===== config.mk =====
export PLATFORM = sky130hd
export DESIGN_NAME = mc_controller
export DESIGN_NICKNAME = d
export VERILOG_FILES = /design/src/rtl/mc_pkg.sv /design/src/rtl/mc_instr_counter.sv /design/src/rtl/mc_controller.sv
export SDC_FILE = /design/constraint.sdc
export NUM_CORES = 1
export LEC_CHECK = 0
export BUFFER_PORTS_ARGS = -buffer_cell sky130_fd_sc_hd__buf_2
export CAP_MARGIN = 20
export CORE_MARGIN = 5
export CORE_UTILIZATION = 40
export DETAILED_ROUTE_END_ITERATION = 10
export GPL_ROUTABILITY_DRIVEN = 0
export PLACE_DENSITY = 0.66
export SLEW_MARGIN = 5
export SYNTH_ARGS = -nofsm -noshare
export SYNTH_HDL_FRONTEND = slang
export SYNTH_SLANG_ARGS = --single-unit

===== constraint.sdc =====
create_clock -name clk -period 1.8 [get_ports clk]
set_input_delay 0.36 -clock clk [delete_from_list [all_inputs] [get_ports clk]]
set_output_delay 0.36 -clock clk [all_outputs]
set_load 0.02 [all_outputs]

===== src/rtl/mc_pkg.sv =====
// rtl/mc_pkg.sv - shared opcode, ALU-operation and controller-state encodings
package mc_pkg;

    // Instruction opcodes, carried in IR[15:13]
    typedef enum logic [2:0] {
        OP_LDA = 3'b000,
        OP_STA = 3'b001,
        OP_ADD = 3'b010,
        OP_SUB = 3'b011,
        OP_JMP = 3'b100,
        OP_JZ  = 3'b101,
        OP_AND = 3'b110,
        OP_HLT = 3'b111
    } opcode_t;

    // ALU operation select, shared with the ALU
    typedef enum logic [1:0] {
        ALU_ADD    = 2'b00,
        ALU_SUB    = 2'b01,
        ALU_AND    = 2'b10,
        ALU_PASS_B = 2'b11
    } alu_op_t;

    // Controller states
    typedef enum logic [2:0] {
        S_FETCH_HI  = 3'd0,
        S_FETCH_LO  = 3'd1,
        S_DECODE    = 3'd2,
        S_MEM_RD    = 3'd3,
        S_WRITEBACK = 3'd4,
        S_MEM_WR    = 3'd5,
        S_JUMP      = 3'd6,
        S_HALT      = 3'd7
    } state_t;

    // Datapath mux selects
    localparam logic ADR_PC  = 1'b0;
    localparam logic ADR_IR  = 1'b1;
    localparam logic PC_INC  = 1'b0;
    localparam logic PC_IR   = 1'b1;
    localparam logic ACC_MEM = 1'b0;
    localparam logic ACC_ALU = 1'b1;

    // ALU operation used when writing back the result of a memory-operand instruction;
    // LDA passes the memory operand straight through.
    function automatic alu_op_t alu_op_for(input opcode_t op);
        case (op)
            OP_ADD:  return ALU_ADD;
            OP_SUB:  return ALU_SUB;
            OP_AND:  return ALU_AND;
            default: return ALU_PASS_B;
        endcase
    endfunction

endpackage


===== src/rtl/mc_instr_counter.sv =====
// rtl/mc_instr_counter.sv - retired-instruction counter, wraps at 2^CNT_W
module mc_instr_counter #(
    parameter int CNT_W = 16
) (
    input  logic             clk,
    input  logic             rst,
    input  logic             en,
    output logic [CNT_W-1:0] count
);

    // Count one retired instruction per enabled cycle; natural overflow gives the wrap to zero
    always_ff @(posedge clk or posedge rst) begin
        if (rst) begin
            count <= '0;
        end else if (en) begin
            count <= count + 1'b1;
        end
    end

endmodule


===== src/rtl/mc_controller.sv =====
// rtl/mc_controller.sv - multicycle accumulator-machine control FSM
module mc_controller
    import mc_pkg::*;
#(
    parameter int CNT_W = 16
) (
    input  logic             clk,
    input  logic             rst,
    input  logic [2:0]       opcode,
    input  logic             zero,
    input  logic             mem_ready,
    output logic             mem_read,
    output logic             mem_write,
    output logic             adr_src,
    output logic             ir_hi_write,
    output logic             ir_lo_write,
    output logic             pc_write,
    output logic             pc_src,
    output logic             acc_write,
    output logic             acc_src,
    output logic [1:0]       alu_op,
    output logic             halted,
    output logic [CNT_W-1:0] instr_count
);

    state_t  state;
    state_t  state_next;
    opcode_t op_q;
    opcode_t op_in;
    logic    retire;

    assign op_in = opcode_t'(opcode);

    // State register; reset lands in FETCH_HI so the first fetch starts on release
    always_ff @(posedge clk or posedge rst) begin
        if (rst) begin
            state <= S_FETCH_HI;
        end else begin
            state <= state_next;
        end
    end

    // Opcode is captured in DECODE and steers the later execute states
    always_ff @(posedge clk or posedge rst) begin
        if (rst) begin
            op_q <= OP_LDA;
        end else if (state == S_DECODE) begin
            op_q <= op_in;
        end
    end

    // Next-state selection and retire pulse for the instruction counter
    always_comb begin
        state_next = state;
        retire     = 1'b0;
        case (state)
            S_FETCH_HI: begin
                if (mem_ready) begin
                    state_next = S_FETCH_LO;
                end
            end
            S_FETCH_LO: begin
                if (mem_ready) begin
                    state_next = S_DECODE;
                end
            end
            S_DECODE: begin
                case (op_in)
                    OP_LDA, OP_ADD, OP_SUB, OP_AND: state_next = S_MEM_RD;
                    OP_STA:                         state_next = S_MEM_WR;
                    OP_JMP:                         state_next = S_JUMP;
                    OP_JZ: begin
                        if (zero) begin
                            state_next = S_JUMP;
                        end else begin
                            state_next = S_FETCH_HI;
                            retire     = 1'b1;
                        end
                    end
                    default:                        state_next = S_HALT;
                endcase
            end
            S_MEM_RD: begin
                if (mem_ready) begin
                    state_next = S_WRITEBACK;
                end
            end
            S_WRITEBACK: begin
                state_next = S_FETCH_HI;
                retire     = 1'b1;
            end
            S_MEM_WR: begin
                if (mem_ready) begin
                    state_next = S_FETCH_HI;
                    retire     = 1'b1;
                end
            end
            S_JUMP: begin
                state_next = S_FETCH_HI;
                retire     = 1'b1;
            end
            default: begin
                state_next = S_HALT;
            end
        endcase
    end

    // Strobe decode; fetch load strobes fire only on the completing cycle and never while in reset
    always_comb begin
        mem_read    = 1'b0;
        mem_write   = 1'b0;
        adr_src     = ADR_PC;
        ir_hi_write = 1'b0;
        ir_lo_write = 1'b0;
        pc_write    = 1'b0;
        pc_src      = PC_INC;
        acc_write   = 1'b0;
        acc_src     = ACC_MEM;
        alu_op      = ALU_ADD;
        halted      = 1'b0;
        case (state)
            S_FETCH_HI: begin
                mem_read = 1'b1;
                adr_src  = ADR_PC;
                if (mem_ready && !rst) begin
                    ir_hi_write = 1'b1;
                    pc_write    = 1'b1;
                end
            end
            S_FETCH_LO: begin
                mem_read = 1'b1;
                adr_src  = ADR_PC;
                if (mem_ready && !rst) begin
                    ir_lo_write = 1'b1;
                    pc_write    = 1'b1;
                end
            end
            S_MEM_RD: begin
                mem_read = 1'b1;
                adr_src  = ADR_IR;
            end
            S_WRITEBACK: begin
                acc_write = 1'b1;
                acc_src   = (op_q == OP_LDA) ? ACC_MEM : ACC_ALU;
                alu_op    = alu_op_for(op_q);
            end
            S_MEM_WR: begin
                mem_write = 1'b1;
                adr_src   = ADR_IR;
            end
            S_JUMP: begin
                pc_write = 1'b1;
                pc_src   = PC_IR;
            end
            S_HALT: begin
                halted = 1'b1;
            end
            default: begin
                halted = 1'b0;
            end
        endcase
    end

    mc_instr_counter #(
        .CNT_W (CNT_W)
    ) u_instr_counter (
        .clk   (clk),
        .rst   (rst),
        .en    (retire),
        .count (instr_count)
    );

endmodule


==> run metrics <==
status complete, but fails checks; failing checks negative setup slack; Die Ht 66.1 um; ys flop type dfrtp_1; via count 1,111; met2 usage 0.266; CORE AREA 3030 um2; layout overhead on the synthesized area 33.3%; clock tree root driver cell clkbuf_4; Mean Syn Cell Area 10.0 um2; endpoints failing hold 0; largest family of logic cells by synthesized area simple AND/OR/NAND/NOR gates; hold crit path type in -> async; setup violation total in the final timing report 3; PD cells 1260 nW/um2; Max Cap Violations 0; commonest non-fill, non-tap cells in the layout 28 x buf_2, 22 x dfrtp_1, 16 x buf_4; worst path cell trace buf_6 -> or3_4 -> nor2_4 -> buf_6; Adder-Cell Fraction of Synth Area 0.00993; startpoint types flip-flop; asr flop ratio synth 1.00; Finished Core Util 0.555; Worst Tran Pin Value 0.402 ns; IO buf count 34; largest net degree at the start of global routing 23; Mapped Cells 126; initial core utilization 0.416; num ports 35; Ys Warns 0; Post-Place Worst Slack 0.0680 ns; all-layer global routing usage 0.151; r2r worst-path depth 5; vias in the first global route 1,154; Simple-Gate Fraction of Synth Area 0.214; Worst-path clk slew 0.12 ns; global route total overflow 0; drt drc 0; achievable frequency 0.535 GHz; die footprint 4370 um2; site row count 20; WP data required 1.44 ns; Wirelength per Cell 13.7 um; # diodes 0; nets 183; GRT busiest layer met2; compound-cell area share of the yosys netlist 0.157; Data arrival, critical path 1.51 ns; RSZ-0062 raised after global routing yes; CTS tree yes; maximum VDD drop 655 uV; Layout Skew 0.00769 ns; fin. max-slew vios 0; Reg area 551 um2; chip width 66.1 um; crit end category output port; Pre-Repair DR Iteration Count 4; Worst Path Max Fanout 5; WS Path Type reg -> out; Crit path top cell by count buf_6; Vias/cell 5.10; setup ws final -0.0675 ns; DRT antenna net count 0; Crit-path slowest cell dfrtp_1; Post-Synthesis Net Count 134; GR Util met1 0.186; post-layout minimum cycle time 1.87 ns; first-pass GRT wire length 5220 um; Seq/Total Area, Yosys 0.437; post-synthesis xor/xnor area fraction 0.117; Final Routed Wirelength 2990 um; mux share of post-synthesis cell area 0.0258; Longest Clk Path Bufs 2; Num CTS Buffers 3; H-tree levels 1; crit share post-route 1.04; clock tree sinks 22; Worst-Skew Late Latency 0.30 ns; number of synthesized flops with an enable pin 0; GR Layer Usage met3 0.0323; area of the multi-input gates 698 um2; HPWL Detailed 2200 um; Distinct cells, synth 40; layout cells sized above 1 0.425; CP max stage delay 0.42 ns; synthesized area 1260 um2; initial antenna violation count 0; FF+latch count, synth 22; Fillers 278; most common cell after layout, fill and taps aside buf_2; Slew HR 0.732; leakage 0.878 nW; initial DRC count 69
flip-flops by register name (all words and copies together) (netlist names):
name / cells
u_instr_counter.count: 16
op_q: 3
state: 3
metrics by stage:
stage / area [um2] / power [W] / hold slack [ns] / TNS, ns / cells
floorplan: 1260 / 0.00135 / 0.349 / 0 / 126
global placement: 1540 / 0.00168 / 0.419 / 0 / 210
detailed placement: 1540 / 0.00170 / 0.423 / 0 / 210
CTS: 1650 / 0.00207 / 0.0855 / -0.0871 / 218
global route: 1680 / 0.00227 / 0.104 / -0.424 / 218
finish: 1680 / 0.00212 / 0.0748 / -0.196 / 218
final timing paths:
path	from	to	slack, ns
min in group clk	opcode[0]	op_q[0]$_DFFE_PP0P_	0.31
min reg2reg	u_instr_counter.count[15]$_DFFE_PP0P_	u_instr_counter.count[15]$_DFFE_PP0P_	0.49
max in group asynchronous	rst	u_instr_counter.count[15]$_DFFE_PP0P_	1.49
min	rst	state[0]$_DFFE_PP0P_	0.07
max reg2reg	u_instr_counter.count[3]$_DFFE_PP0P_	u_instr_counter.count[13]$_DFFE_PP0P_	0.11
max	state[1]$_DFFE_PP0P_	ir_lo_write	-0.07
repair_timing:
item,4_1_cts,5_1_grt
endpoints found under the setup margin,5,14
setup buffers,4,0
hold buffers,0,0
pin swaps,2,2
gates resized for setup,12,10
cell families (layout without fill, tap and decap cells):
kind of cell | after synthesis | count (layout)
AO/OA/AOI/OAI | 26 | 26
XOR/XNOR | 16 | 16
flip-flops | 22 | 22
buffers and inverters | 11 | 59
AND/OR/NAND/NOR | 47 | 47
multiplexers | 3 | 3
adder cells (fa/ha/maj) | 1 | 1
synthesized netlist by cell type, drive strengths merged, types with 2 or more instances:
cell type / n / area share
and4: 2 / 0.016
buf: 4 / 0.018
nand2b: 3 / 0.015
dfrtp: 22 / 0.44
a211oi: 4 / 0.032
a21oi: 9 / 0.036
mux2: 2 / 0.018
nor2b: 3 / 0.017
inv: 6 / 0.018
xor2: 14 / 0.097
nor3: 2 / 0.0079
xnor2: 2 / 0.020
a2111oi: 3 / 0.036
nand3: 7 / 0.028
o21ai: 5 / 0.023
nor2: 8 / 0.024
nand2: 12 / 0.036
nand4: 5 / 0.037
critical path, delay by kind of cell (launching register included):
family	cells	cell delay, ns
simple gates	2	0.52
buf+inv	2	0.26
flops	1	0.42
metal layers:
metal	up-vias	routed length, um
met5	-	0
met4	0	27
met3	4	159
met2	34	1480
met1	531	1320
li1	542	-
power by group:
group	leakage (nW)	internal [W]	switching (W)
registers	0.291	0.000610	0.000111
clock network	0.0210	0.000123	0.000145
logic	0.566	0.000470	0.000656
total	0.878	0.00120	0.000913
cell type report:
type	instances	area share
timing repair buffer	49	0.189
multi-input combinational	93	0.416
tap	44	0.0328
clock buffer	4	0.0216
inverter	6	0.0134
sequential	22	0.328
Note: power is estimated with default switching activity, not from simulation.
